--- src/rtl/keypad_pkg.sv ---
// rtl/keypad_pkg.sv - shared types and constants for the keypad scanner
package keypad_pkg;

    localparam int KEY_CODE_W = 8;
    localparam int ROWS       = 4;
    localparam int COLS       = 4;

    typedef enum logic [1:0] {
        IDLE,
        DEBOUNCE,
        PRESSED,
        RELEASE
    } state_e;

    typedef enum logic [1:0] {
        NONE,
        SINGLE,
        MULTI
    } frame_e;

endpackage

--- src/rtl/keypad_row_sync.sv ---
// rtl/keypad_row_sync.sv - two-flop synchronizer for the asynchronous keypad rows
module keypad_row_sync
    import keypad_pkg::*;
(
    input  logic            clk,
    input  logic            rst,
    input  logic [ROWS-1:0] rows_i,
    output logic [ROWS-1:0] rows_o
);

    logic [ROWS-1:0] meta_q;
    logic [ROWS-1:0] sync_q;

    // Rows idle high (pulled up), so reset to "no key".
    always_ff @(posedge clk) begin
        if (rst) begin
            meta_q <= '1;
            sync_q <= '1;
        end else begin
            meta_q <= rows_i;
            sync_q <= meta_q;
        end
    end

    assign rows_o = sync_q;

endmodule

--- src/rtl/keypad_scanner.sv ---
// rtl/keypad_scanner.sv - 4x4 keypad column scan, frame classification and debounce FSM
module keypad_scanner
    import keypad_pkg::*;
#(
    parameter int SCAN_DIV       = 4,
    parameter int DEBOUNCE_SCANS = 3
) (
    input  logic                  clk,
    input  logic                  rst,
    input  logic [ROWS-1:0]       row_in,
    output logic [COLS-1:0]       col_out,
    output logic [KEY_CODE_W-1:0] key_code,
    output logic                  key_valid,
    output logic                  key_held
);

    localparam int TW = $clog2(SCAN_DIV);
    localparam int CW = $clog2(DEBOUNCE_SCANS + 1);

    logic [ROWS-1:0] rows_sync;
    logic [TW-1:0]   timer_q, timer_d;
    logic [1:0]      col_q, col_d;
    logic [1:0]      hits_q, hits_d;
    logic [3:0]      code_q, code_d;
    logic [1:0]      acc_hits;
    logic [3:0]      acc_code;
    logic            slot_last, frame_end;
    frame_e          fres;
    state_e          state_q, state_d;
    logic [3:0]      cand_q, cand_d;
    logic [CW-1:0]   cnt_q, cnt_d;
    logic [CW-1:0]   cnt_inc;
    logic [3:0]      key_q, key_d;
    logic            valid_q, valid_d;

    keypad_row_sync u_row_sync (
        .clk    (clk),
        .rst    (rst),
        .rows_i (row_in),
        .rows_o (rows_sync)
    );

    assign slot_last = (timer_q == TW'(SCAN_DIV - 1));
    assign frame_end = slot_last && (col_q == 2'd3);
    assign cnt_inc   = cnt_q + CW'(1);

    // Fold this slot's sample into the frame accumulators; hit count saturates at 2.
    always_comb begin
        acc_hits = hits_q;
        acc_code = code_q;
        for (int r = 0; r < ROWS; r++) begin
            if (!rows_sync[r]) begin
                if (acc_hits != 2'd2) acc_hits = acc_hits + 2'd1;
                acc_code = {2'(r), col_q};
            end
        end
        if (acc_hits == 2'd0)      fres = NONE;
        else if (acc_hits == 2'd1) fres = SINGLE;
        else                       fres = MULTI;
    end

    always_comb begin
        timer_d = slot_last ? '0 : timer_q + TW'(1);
        col_d   = slot_last ? col_q + 2'd1 : col_q;
        hits_d  = hits_q;
        code_d  = code_q;
        if (slot_last) begin
            hits_d = frame_end ? 2'd0 : acc_hits;
            code_d = frame_end ? 4'd0 : acc_code;
        end
    end

    always_comb begin
        state_d = state_q;
        cand_d  = cand_q;
        cnt_d   = cnt_q;
        key_d   = key_q;
        valid_d = 1'b0;
        if (frame_end) begin
            case (state_q)
                IDLE: begin
                    if (fres == SINGLE) begin
                        if (DEBOUNCE_SCANS == 1) begin
                            key_d   = acc_code;
                            valid_d = 1'b1;
                            state_d = PRESSED;
                            cnt_d   = '0;
                        end else begin
                            cand_d  = acc_code;
                            cnt_d   = CW'(1);
                            state_d = DEBOUNCE;
                        end
                    end
                end
                DEBOUNCE: begin
                    if (fres == SINGLE && acc_code == cand_q) begin
                        if (cnt_inc == CW'(DEBOUNCE_SCANS)) begin
                            key_d   = cand_q;
                            valid_d = 1'b1;
                            state_d = PRESSED;
                            cnt_d   = '0;
                        end else begin
                            cnt_d = cnt_inc;
                        end
                    end else if (fres == SINGLE) begin
                        cand_d = acc_code;
                        cnt_d  = CW'(1);
                    end else begin
                        state_d = IDLE;
                        cnt_d   = '0;
                    end
                end
                PRESSED: begin
                    if (fres == NONE) begin
                        if (DEBOUNCE_SCANS == 1) begin
                            state_d = IDLE;
                        end else begin
                            state_d = RELEASE;
                            cnt_d   = CW'(1);
                        end
                    end
                end
                RELEASE: begin
                    if (fres == NONE) begin
                        if (cnt_inc == CW'(DEBOUNCE_SCANS)) begin
                            state_d = IDLE;
                            cnt_d   = '0;
                        end else begin
                            cnt_d = cnt_inc;
                        end
                    end else begin
                        state_d = PRESSED;
                        cnt_d   = '0;
                    end
                end
                default: begin
                    state_d = IDLE;
                    cnt_d   = '0;
                end
            endcase
        end
    end

    always_ff @(posedge clk) begin
        if (rst) begin
            timer_q <= '0;
            col_q   <= 2'd0;
            hits_q  <= 2'd0;
            code_q  <= 4'd0;
            state_q <= IDLE;
            cand_q  <= 4'd0;
            cnt_q   <= '0;
            key_q   <= 4'd0;
            valid_q <= 1'b0;
        end else begin
            timer_q <= timer_d;
            col_q   <= col_d;
            hits_q  <= hits_d;
            code_q  <= code_d;
            state_q <= state_d;
            cand_q  <= cand_d;
            cnt_q   <= cnt_d;
            key_q   <= key_d;
            valid_q <= valid_d;
        end
    end

    assign col_out   = ~(COLS'(1) << col_q);
    assign key_code  = {{(KEY_CODE_W - 4){1'b0}}, key_q};
    assign key_valid = valid_q;
    assign key_held  = (state_q == PRESSED) || (state_q == RELEASE);

endmodule

--- config.mk ---
export PLATFORM = sky130hd
export DESIGN_NAME = keypad_scanner
export DESIGN_NICKNAME = d
export VERILOG_FILES = /design/src/rtl/keypad_pkg.sv /design/src/rtl/keypad_row_sync.sv /design/src/rtl/keypad_scanner.sv
export SDC_FILE = /design/constraint.sdc
export NUM_CORES = 1
export LEC_CHECK = 0
export ABC_AREA = 1
export CAP_MARGIN = 25
export CORE_UTILIZATION = 55
export DETAILED_ROUTE_END_ITERATION = 6
export PLACE_DENSITY_LB_ADDON = 0.1
export SYNTH_ARGS = -nofsm -noshare
export SYNTH_HDL_FRONTEND = slang
export SYNTH_HIERARCHICAL = 1
export SYNTH_SLANG_ARGS = --single-unit
--- constraint.sdc ---
create_clock -name clk -period 5.7 [get_ports clk]
set_input_delay 1.71 -clock clk [delete_from_list [all_inputs] [get_ports clk]]
set_output_delay 1.71 -clock clk [all_outputs]
set_load 0.05 [all_outputs]
==> metrics.txt <==
Die W 59.7 um; Core Area 3100 um2; area grow syn2layout 12.8%; Remaining DRCs 0; pin count of the biggest net entering global routing 12; warnings from Yosys 6; most common library cell in the layout ignoring fill and taps sky130_fd_sc_hd__nand2_1; clock skew 0.00628 ns; peak supply drop 215 uV; outcome finished, final reports clean; number of vias per cell after detailed routing 4.70; # nets final 304; Inserted Clock Buffers 5; Final GP Congestion 0.844; vias in the first global route 1307; fraction of final layout cells with drive strength greater than 1 14.1%; syn_area_per_cell 6.67 um2; post-synthesis cell type count 27; required time of the critical path 3.99 ns; drt pass-1 iters 4; Final ANT Viol Nets 0; number of endpoints with negative hold slack in the final report 0; remaining global-route overflow 0; r2r setup slk 3.00 ns; root buf cell sky130_fd_sc_hd__clkbuf_4; fill cell count 294; count of cells along the worst hold path 2; number of antenna violations at the first check in global routing 0; data arrival time at the worst-slack endpoint 1.94 ns; number of gates given a new drive strength after cts 0; hold worst-path end u_row_sync/rows_o[3]; cell count after synthesis 275; worst relative slew slack 66.5%; clock latency reported for the late side of the worst-skew pair 0.34 ns; sequential area share after synthesis 33.9%; iteration-0 DRC count of the detailed router 78; Finish-stage setup viols 0; sum of negative setup slack 0 ns; met2 Track Usage GR 31.7%; largest buffer count on any clock path 2; post-synthesis cell area 1830 um2; time the final worst path needs with I/O delays and setup 3.65 ns; maximum achievable frequency 274 MHz; placed wire-length estimate after detailed placement 2420 um; Yosys reg bits 31; std cell rows 20; top cell type by total area after synthesis sky130_fd_sc_hd__dfxtp_1; worst reg2reg endpoint state_q[1]; Antenna Diode Count 0; total vias in the final route 1573; max-slew violation total from the final report 0; most used cells in the layout excluding fill and tap cells sky130_fd_sc_hd__nand2_1, sky130_fd_sc_hd__inv_1, sky130_fd_sc_hd__dfxtp_1; met1 usage 26.1%; critical path class reg2out; most used routing layer met2; count of H-tree levels built during CTS 2; Power Dens Cells 249 nW/um2; combined global-route utilization of all metal layers 20.3%; first-pass GRT wire length 5380 um; clock-pin slew reported for the worst setup and hold paths after clock tree synthesis 0.10 ns; routed length per placed instance 9.21 um; period utilization 64.1%; CTS Sinks 31; clock tree from TritonCTS built; top fanout value on the critical path 6; Chip Height 59.7 um; P_leak 1.05 nW; starting density of the core 59.1%; hold wc startpoint u_row_sync/meta_q[3]; sum of routed wire length over all layers 3090 um; Port Buffer Count 15; transition time at the pin with the least slew margin 0.501 ns; logic depth of the worst register-to-register path 21; I/O pin cnt 20; met3 Track Usage GR 4.76%; Startpoint Class register; type of element capturing the critical path output pin; # Max-Cap Violations 0; die footprint 3570 um2; Crit Reg-Reg Startpoint hits_q[0]; Final Core Density 66.6%; area fraction of the dominant cell type after synthesis 33.9%; CTS hold repair buffers 0; setup repair after global routing missed its margin false; number of buffers added for setup after CTS 0; Tightest Hold Check Type reg2reg; largest cells by area after synthesis sky130_fd_sc_hd__dfxtp_1, sky130_fd_sc_hd__nand2_1, sky130_fd_sc_hd__inv_1, sky130_fd_sc_hd__nand3_1, sky130_fd_sc_hd__ha_1
power breakdown:
part / internal (mW) / total, mW / switching, mW
registers: 0.225 / 0.233 / 0.00852
logic: 0.0371 / 0.109 / 0.0716
clock network: 0.0922 / 0.173 / 0.0804
cells in the mapped netlist:
library cell / instances
sky130_fd_sc_hd__nand4_1: 2
sky130_fd_sc_hd__buf_6: 1
sky130_fd_sc_hd__ha_1: 8
sky130_fd_sc_hd__o22ai_1: 6
sky130_fd_sc_hd__inv_1: 48
sky130_fd_sc_hd__buf_4: 5
sky130_fd_sc_hd__o21ai_0: 5
sky130_fd_sc_hd__inv_2: 7
sky130_fd_sc_hd__nand3_2: 2
sky130_fd_sc_hd__nand2_4: 3
sky130_fd_sc_hd__o21ai_1: 5
sky130_fd_sc_hd__dfxtp_1: 31
sky130_fd_sc_hd__nor2_1: 15
sky130_fd_sc_hd__conb_1: 1
sky130_fd_sc_hd__nor2_8: 1
sky130_fd_sc_hd__inv_4: 1
sky130_fd_sc_hd__nor2_2: 3
sky130_fd_sc_hd__xor2_1: 2
sky130_fd_sc_hd__and2_4: 1
sky130_fd_sc_hd__nand2_2: 10
sky130_fd_sc_hd__nor2_4: 1
sky130_fd_sc_hd__a21oi_1: 16
sky130_fd_sc_hd__nand3_1: 21
sky130_fd_sc_hd__o21ai_2: 1
sky130_fd_sc_hd__clkbuf_1: 4
sky130_fd_sc_hd__or2_2: 3
sky130_fd_sc_hd__nand2_1: 72
how the worst max path moves through the flow:
stage | startpoint | to | slack (ns) | cells after the start
after floorplan | col_q[0] | col_out[0] | 3.02 | 3
after global placement | col_q[0] | col_out[2] | 2.46 | 4
after detailed placement | col_q[0] | col_out[0] | 2.41 | 4
after CTS | col_q[0] | col_out[0] | 2.02 | 4
after global routing | col_q[0] | col_out[0] | 1.95 | 4
final | col_q[0] | col_out[0] | 2.05 | 4
routing by layer:
metal,up-vias,wire (um)
met3,7,102
met1,673,1540
li1,867,-
met5,-,0
met2,26,1380
met4,0,65
sequential cells by signal, indices dropped and copies added, names as in the netlist, 4 cells and up:
signal and flops:
u_row_sync/meta_q 4, cand_q 4, key_q 4, u_row_sync/rows_o 4
code_q 4
through the flow:
step           cell area (um2)  cells  power (mW)  hold slack, ns  setup slack, ns
2_1_floorplan             1840    278       0.323           0.387             3.02
3_3_place_gp              1990    327       0.346           0.391             2.46
3_5_place_dp              1990    327       0.347           0.395             2.41
4_1_cts                   2070    335       0.520           0.419             2.02
5_1_grt                   2070    335       0.543           0.448             1.95
6_report                  2070    335       0.515           0.419             2.05
cells by family (layout without fill, tap and decap cells):
family | count (synthesis) | in the layout | synth area share [%]
and+or+nand+nor | 134 | 134 | 34.8
AOI/OAI and AO/OA | 33 | 33 | 9.62
other | 1 | 4 | 0.205
xor gates and xnor gates | 2 | 2 | 0.956
adders and majority gates | 8 | 8 | 5.46
DFF | 31 | 31 | 33.9
buffers and inverters | 66 | 79 | 15.1
area by class of cell:
cell class | instances | area (um2) | area share [%]
repair buffers | 15 | 150 | 7.26
multi-input cells | 181 | 947 | 45.8
clock buffers | 5 | 37.5 | 1.82
well taps | 44 | 55.1 | 2.66
flip-flops and latches | 31 | 621 | 30.0
inverters | 56 | 213 | 10.3
clock inverters | 3 | 43.8 | 2.12
critical path, cell delays in order, from the launching register on:
cell,delay [ns]
sky130_fd_sc_hd__dfxtp_1,0.45
sky130_fd_sc_hd__inv_1,0.10
sky130_fd_sc_hd__ha_1,0.20
sky130_fd_sc_hd__inv_1,0.05
sky130_fd_sc_hd__clkdlybuf4s50_1,0.80
No activity file was read; power rests on OpenSTA's default activity.
